### src/rtl/lvds_link_monitor.sv
// LVDS/SFP link monitor: stuck-line detection, frame-based lock FSM and errored-frame count.
// Optional macro LINK_MON_ERR_CNT_EN builds the saturating error counter; otherwise o_err_cnt is 0.
module lvds_link_monitor #(
    parameter int unsigned STUCK_LEN  = 64,
    parameter int unsigned LOCK_GOOD  = 16,
    parameter int unsigned UNLOCK_BAD = 4
) (
    input  logic        i_clk,
    input  logic        i_res,
    input  logic        i_sdat,
    input  logic        i_loss_sig,
    input  logic        i_frm_vld,
    input  logic        i_frm_err,
    input  logic        i_err_clr,
    output logic [1:0]  o_state,
    output logic        o_link_up,
    output logic        o_stuck_hi,
    output logic        o_stuck_lo,
    output logic        o_err_pulse,
    output logic [15:0] o_err_cnt
);

    typedef enum logic [1:0] {
        ST_LOST   = 2'd0,
        ST_HUNT   = 2'd1,
        ST_LOCKED = 2'd2
    } state_t;

    logic        r_prev;
    logic [15:0] r_run;
    logic [15:0] w_run_nxt;
    logic        w_run_sat;
    logic        r_stuck_hi;
    logic        r_stuck_lo;
    state_t      r_state;
    state_t      w_state_nxt;
    logic [7:0]  r_good;
    logic [7:0]  r_bad;
    logic [7:0]  w_good_nxt;
    logic [7:0]  w_bad_nxt;
    logic        r_link_up;
    logic        r_err_pulse;
    logic        w_good_frm;
    logic        w_bad_frm;
    logic        w_fault;

    assign w_good_frm = i_frm_vld & ~i_frm_err;
    assign w_bad_frm  = i_frm_vld & i_frm_err;
    assign w_fault    = i_loss_sig | r_stuck_hi | r_stuck_lo;

    // NOTE: every signal written in always_comb gets a default first, so no latch is inferred.
    always_comb begin
        w_run_nxt = r_run;
        if (i_sdat != r_prev) begin
            w_run_nxt = 16'd0;
        end else if (r_run != 16'(STUCK_LEN)) begin
            w_run_nxt = r_run + 16'd1;
        end
    end

    // STUCK_LEN >= 2 means a saturated count implies no edge this cycle, so i_sdat is the held level.
    assign w_run_sat = (w_run_nxt == 16'(STUCK_LEN));

    // NOTE: sequential state uses non-blocking assignments only, so all registers see pre-edge values.
    always_ff @(posedge i_clk) begin
        if (i_res) begin
            r_prev      <= 1'b0;
            r_run       <= 16'd0;
            r_stuck_hi  <= 1'b0;
            r_stuck_lo  <= 1'b0;
            r_err_pulse <= 1'b0;
        end else begin
            r_prev      <= i_sdat;
            r_run       <= w_run_nxt;
            r_stuck_hi  <= w_run_sat & i_sdat;
            r_stuck_lo  <= w_run_sat & ~i_sdat;
            r_err_pulse <= w_bad_frm;
        end
    end

    always_comb begin
        w_state_nxt = r_state;
        w_good_nxt  = r_good;
        w_bad_nxt   = r_bad;
        unique case (r_state)
            ST_LOST: begin
                w_good_nxt = 8'd0;
                w_bad_nxt  = 8'd0;
                if (!w_fault) begin
                    w_state_nxt = ST_HUNT;
                end
            end
            ST_HUNT: begin
                if (w_fault) begin
                    w_state_nxt = ST_LOST;
                    w_good_nxt  = 8'd0;
                    w_bad_nxt   = 8'd0;
                end else if (w_good_frm) begin
                    if (r_good + 8'd1 == 8'(LOCK_GOOD)) begin
                        w_state_nxt = ST_LOCKED;
                        w_good_nxt  = 8'd0;
                        w_bad_nxt   = 8'd0;
                    end else begin
                        w_good_nxt = r_good + 8'd1;
                    end
                end else if (w_bad_frm) begin
                    w_good_nxt = 8'd0;
                end
            end
            ST_LOCKED: begin
                if (w_fault) begin
                    w_state_nxt = ST_LOST;
                    w_good_nxt  = 8'd0;
                    w_bad_nxt   = 8'd0;
                end else if (w_bad_frm) begin
                    if (r_bad + 8'd1 == 8'(UNLOCK_BAD)) begin
                        w_state_nxt = ST_HUNT;
                        w_good_nxt  = 8'd0;
                        w_bad_nxt   = 8'd0;
                    end else begin
                        w_bad_nxt = r_bad + 8'd1;
                    end
                end else if (w_good_frm) begin
                    w_bad_nxt = 8'd0;
                end
            end
            default: begin
                w_state_nxt = ST_LOST;
                w_good_nxt  = 8'd0;
                w_bad_nxt   = 8'd0;
            end
        endcase
    end

    always_ff @(posedge i_clk) begin
        if (i_res) begin
            r_state   <= ST_LOST;
            r_good    <= 8'd0;
            r_bad     <= 8'd0;
            r_link_up <= 1'b0;
        end else begin
            r_state   <= w_state_nxt;
            r_good    <= w_good_nxt;
            r_bad     <= w_bad_nxt;
            r_link_up <= (w_state_nxt == ST_LOCKED);
        end
    end

`ifdef LINK_MON_ERR_CNT_EN
    logic [15:0] r_err_cnt;

    // Count uses the state the frame arrived in, so an error coincident with loss in LOCKED still counts.
    always_ff @(posedge i_clk) begin
        if (i_res || i_err_clr) begin
            r_err_cnt <= 16'd0;
        end else if (w_bad_frm && (r_state != ST_LOST) && (r_err_cnt != 16'hFFFF)) begin
            r_err_cnt <= r_err_cnt + 16'd1;
        end
    end

    assign o_err_cnt = r_err_cnt;
`else
    logic w_unused_err_clr;

    assign w_unused_err_clr = i_err_clr;
    assign o_err_cnt        = 16'h0000;
`endif

    assign o_state     = r_state;
    assign o_link_up   = r_link_up;
    assign o_stuck_hi  = r_stuck_hi;
    assign o_stuck_lo  = r_stuck_lo;
    assign o_err_pulse = r_err_pulse;

endmodule

### config.mk
export PLATFORM = sky130hd
export DESIGN_NAME = lvds_link_monitor
export DESIGN_NICKNAME = d
export VERILOG_FILES = /design/src/rtl/lvds_link_monitor.sv
export SDC_FILE = /design/constraint.sdc
export NUM_CORES = 1
export LEC_CHECK = 0
export ABC_AREA = 0
export CELL_PAD_IN_SITES_DETAIL_PLACEMENT = 0
export CELL_PAD_IN_SITES_GLOBAL_PLACEMENT = 1
export CORE_UTILIZATION = 40
export CTS_CLUSTER_SIZE = 28
export DETAILED_ROUTE_END_ITERATION = 10
export GPL_ROUTABILITY_DRIVEN = 1
export PLACE_DENSITY = 0.79
export SYNTH_ARGS = -nofsm -noshare
export SYNTH_HDL_FRONTEND = slang
export SYNTH_SLANG_ARGS = --single-unit
### constraint.sdc
create_clock -name i_clk -period 2.1 [get_ports i_clk]
set_input_delay 0.42 -clock i_clk [delete_from_list [all_inputs] [get_ports i_clk]]
set_output_delay 0.42 -clock i_clk [all_outputs]
set_load 0.03 [all_outputs]
### After elaboration in Yosys (flattened, before gate mapping)

Index checks and enable logic that the tools add are counted.

| word-level totals | value |
|---|---|
| output and inout bits | 22 |
| bits of input ports | 7 |
| memory bits (writable) | 0 |
| memory bits (read-only) | 0 |
| latch bits | 0 |
| word-level logic and storage cells | 63 |
| memories | 0 |
| flip-flop bits (word level) | 39 |

| cells by class | value |
|---|---|
| shift-type cells | 0 |
| reduce and logical (&&, ||, !) cells | 3 |
| $add $sub $neg | 3 |
| multiply operators | 0 |
| div/mod/pow operators | 0 |
| multiplexer cells | 26 |
| bitwise operators | 8 |
| magnitude comparators | 0 |
| equal/unequal tests | 14 |

Operators by type and width:

| kind | number |
|---|---|
| $mux W8 | 14 |
| $mux W16 | 2 |
| $pmux W8 S2 | 2 |
| $add A16 B1 Y16 const B | 1 |
| $add A8 B1 Y8 const B | 2 |
| $eq A16 B7 Y1 const B | 1 |
| $ne A16 B7 Y1 const B | 1 |
| $mux W2 | 7 |
| $ne A3 B3 Y1 const B | 4 |
| $eq A8 B3 Y1 const B | 1 |
| $eq A8 B5 Y1 const B | 1 |
| $ne A4 B4 Y1 const B | 2 |
| $pmux W2 S3 | 1 |
| $reduce_and A3 Y1 | 2 |
| $and A1 B1 Y1 | 4 |
| $eq A2 B2 Y1 const B | 2 |
| $eq A2 B1 Y1 const B | 1 |
| $logic_not A2 Y1 | 1 |
| $not A1 Y1 | 2 |
| $or A1 B1 Y1 | 2 |
| $ne A1 B1 Y1 | 1 |

### Depth between registers and ports, before layout

| logic depth | value |
|---|---|
| word-level depth | 7 |
| depth in mapped cells | 7 |
| gate-level depth less buffers | 7 |

### Worst setup path before layout

No wires, ideal clock.

| path | value |
|---|---|
| kind | reg-to-reg |
| from | register r_stuck_hi (netlist: o_stuck_hi) |
| to | register r_bad[0] |
| period minus slack after synthesis | 1.825 ns |
| buffers on the path | 0 |
| slack | 0.275 ns |
| setup time | 0.067 ns |
| arrival time | 1.758 ns |
| required time | 2.033 ns |
| stages on the path, launching flop included | 5 |
| cells stage by stage | dfxtp_1 or3_4 or3_4 or4_4 o21ai_2 |

| on the way | value |
|---|---|
| cells in the longest elaborated chain, start to end | 4 |
| elaborated cells between the ends (all ways) | 9 |
| those cells by class | eq/ne: 3; mux: 3; bitwise: 2; reduce/logical: 1 |

RTL lines:

| what | line | text |
|---|---|---|
| start, declared | 33 | `logic r_stuck_hi;` |
| start signal, assigned | 75 | `r_stuck_hi <= w_run_sat & i_sdat;` |
| $or A1 B1 Y1 * (2 in a row) | 49 | `assign w_fault = i_loss_sig \| r_stuck_hi \| r_stuck_lo;` |
| $ne A4 B4 Y1 (no line) (tied with other cells) | - |  |
| $reduce_and A3 Y1 (no line) / $pmux W8 S2 (equally long branches) | - |  |
| end signal, assigned | 144 | `r_bad <= w_bad_nxt;` |
| end, declared | 38 | `logic [7:0] r_bad;` |

Mark *: on every way between the ends. The rest lies on a longest branch, timed or not.
A chain may end at the register's enable or synchronous reset.

### Final worst setup path

| path | value |
|---|---|
| from | input i_loss_sig |
| to | register r_bad[0] |

| on the way | value |
|---|---|
| cells in the longest elaborated chain, start to end | 4 |
| elaborated cells between the ends (all ways) | 9 |
| those cells by class | eq/ne: 3; mux: 3; bitwise: 2; reduce/logical: 1 |

RTL lines:

| what | line | text |
|---|---|---|
| start, declared | 11 | `input logic i_loss_sig,` |
| $or A1 B1 Y1 * (2 in a row) | 49 |  |
| $ne A4 B4 Y1 (no line) (tied with other cells) | - |  |
| $reduce_and A3 Y1 (no line) / $pmux W8 S2 (equally long branches) | - |  |

Marked as above.

==> results.sh <==
export IMPL_dp_cells=357
export IMPL_rows=27
export IMPL_antenna_found_initial=0
export IMPL_gp_congestion=0.766
export IMPL_maxSlewViolCount=0
export IMPL_drive_gt1_frac=0.140
export IMPL_grt_max_degree=29
export IMPL_multiInputGateArea_um2=1370
export IMPL_hpwlAfterDp_um=3320
export IMPL_io_buffers=11
export IMPL_synthArstFlopShare=0
export IMPL_p_leak_nw=0.932
export IMPL_cts_tree="done"
export IMPL_synthesis_area_um2=2320
export IMPL_path_clk_slew_ps=90
export IMPL_syn_area_per_cell_um2=8.63
export IMPL_whs_ps=490
export IMPL_rsz0062_at_grt="false"
export IMPL_min_period_ps=1980
export IMPL_met2_usage=0.242
export IMPL_die_x_um=78.2
export IMPL_grt_pass1_wl_um=7760
export IMPL_max_freq_mhz=506
export IMPL_clkLatencyLatePin_ps=300
export IMPL_finalHoldViolations=0
export IMPL_crit_arrival_ps=2210
export IMPL_clock_sinks=39
export IMPL_synth_seq_cells=39
export IMPL_ant_nets=0
export IMPL_root_buffer="clkbuf_8"
export IMPL_stdcell_count=365
export IMPL_grt_overflow_total=0
export IMPL_io_pins=29
export IMPL_vias_per_cell=5.25
export IMPL_die_area_um2=6110
export IMPL_drv_cap=0
export IMPL_wl_per_cell_um=12.3
export IMPL_crit_type="input pin to flip-flop"
export IMPL_synth_seq_area_share=0.336
export IMPL_cts_max_level=2
export IMPL_hold_buffers=0
export IMPL_cts_resized_gates=0
export IMPL_ctsLongestPathBuffers=2
export IMPL_start_util=0.419
export IMPL_status="finished, final reports clean"
export IMPL_first_pass_iters=4
export IMPL_drc=0
export IMPL_busiest_layer="met2"
export IMPL_ff2ff_setup_slack_ps=150
export IMPL_grt_pass1_vias=1686
export IMPL_synth_edf_count=0
export IMPL_setup_violations_final=0
export IMPL_nNetsFinal=303
export IMPL_vias=1918
export IMPL_required_ps=2330
export IMPL_grt_use_met3=0.0384
export IMPL_cp_max_fo=6
export IMPL_post_cts_buffers=0
export IMPL_worstHoldPathType="flip-flop to flip-flop"
export IMPL_grt_usage=0.158
export IMPL_regArea_um2=781
export IMPL_core_area_um2=5540
export IMPL_cts_buffers=5
export IMPL_ys_types=57
export IMPL_n_fill_cell=570
export IMPL_area_delta_synth_final_pct=12.8
export IMPL_diodes=0
export IMPL_power_per_cell_area_nw_per_um2=541
export IMPL_post_route_period_util=0.942
export IMPL_worst_ir_drop_vdd_mv=0.254
export IMPL_drt_iter0_markers=45
export IMPL_yosys_warnings=0
export IMPL_clock_skew_ps=11.8
export IMPL_startpoint_type="input pin"
export IMPL_syn_inst=269
export IMPL_grtUsageMet1=0.216
export IMPL_synth_flop_cell="dfxtp_1"
export IMPL_end_kind="flip-flop"
export IMPL_die_h_um=78.2
export IMPL_wirelength_um=4510
final cells by class:
cell class	instances	area share
Multi-Input combinational cell	211	0.522
Sequential cell	39	0.298
Timing Repair Buffer	31	0.104
Tap cell	72	0.0344
Clock buffer	5	0.0263
Clock inverter	3	0.00907
Inverter	4	0.00573
layout by cell type (no fill, tap or decap), types with 5 or more instances in the layout:
cell type	n
nand2_1	14
nand4_1	8
clkdlybuf4s50_1	11
and3_1	8
dfxtp_1	39
xor2_1	10
nand2b_1	15
nor3_1	5
conb_1	16
clkbuf_8	5
xnor2_1	9
nor2_1	24
a21oi_1	11
a311oi_1	11
buf_4	19
o21ai_0	5
nand3_1	9
cells by family after synthesis:
logic type	share of synthesized area
adder cells (fa/ha/maj)	0.0216
AO/OA/AOI/OAI	0.181
XOR/XNOR	0.0717
other	0.00161
multiplexers	0.00862
buffers and inverters	0.0986
flip-flops	0.336
AND/OR/NAND/NOR	0.281
power by group:
group	total, W	switching [W]	leakage [nW]	internal [W]
combinational	0.000136	0.0000890	0.576	0.0000474
sequential	0.000752	0.00000720	0.315	0.000745
clock	0.000529	0.000291	0.0408	0.000238
worst max-delay path: stages:
cell and delay (ps):
clkdlybuf4s50_1 430, or3_4 390, or3_4 410, or4_4 490, o21ai_2 60
worst paths after layout:
check | startpoint | to | cells past startpoint
max | i_loss_sig | r_bad[0]$_SDFFE_PP0P_ | 5
min | r_good[7]$_SDFFE_PP0P_ | r_good[7]$_SDFFE_PP0P_ | 1
max reg2reg | r_run[0]$_SDFF_PP0_ | o_stuck_hi$_SDFF_PP0_ | 7
min reg2reg | r_good[7]$_SDFFE_PP0P_ | r_good[7]$_SDFFE_PP0P_ | 1
flip-flops by register name (all words and copies together), names as in the netlist:
register	cells
r_run	16
o_stuck_hi	1
r_bad	8
r_good	8
o_link_up	1
o_stuck_lo	1
o_err_pulse	1
o_state	2
r_prev	1
synth_stat cells, types with 5 or more instances:
cell type / count / area [µm²]
a21oi_1: 11 / 55.1
a311oi_1: 11 / 96.3
and3_1: 8 / 50.1
buf_4: 18 / 135
clkbuf_1: 5 / 18.8
dfxtp_1: 39 / 781
nand2_1: 14 / 52.6
nand2b_1: 15 / 93.8
nand3_1: 9 / 45.0
nand4_1: 8 / 50.1
nor2_1: 24 / 90.1
nor3_1: 5 / 25.0
o21ai_0: 5 / 25.0
xnor2_1: 9 / 78.8
xor2_1: 10 / 87.6
metal layers:
layer / vias up / part of all wire
met5: - / 0
met1: 884 / 0.51
li1: 996 / -
met4: 0 / 0.0069
met3: 2 / 0.036
met2: 36 / 0.44
through the flow:
stage | instance area, µm² | setup TNS [ps] | total power (W) | utilization | worst slack, ps
floorplan | 2380 | 0 | 0.000882 | - | 275
global route | 2620 | 0 | 0.00149 | 0.473 | 9.69
CTS | 2620 | 0 | 0.00145 | 0.473 | 136
detailed placement | 2530 | -1740 | 0.000905 | 0.456 | -174
finish | 2620 | 0 | 0.00142 | 0.473 | 123
global placement | 2530 | -1240 | 0.000905 | 0.456 | -168
Note: power is estimated with default switching activity, not from simulation.
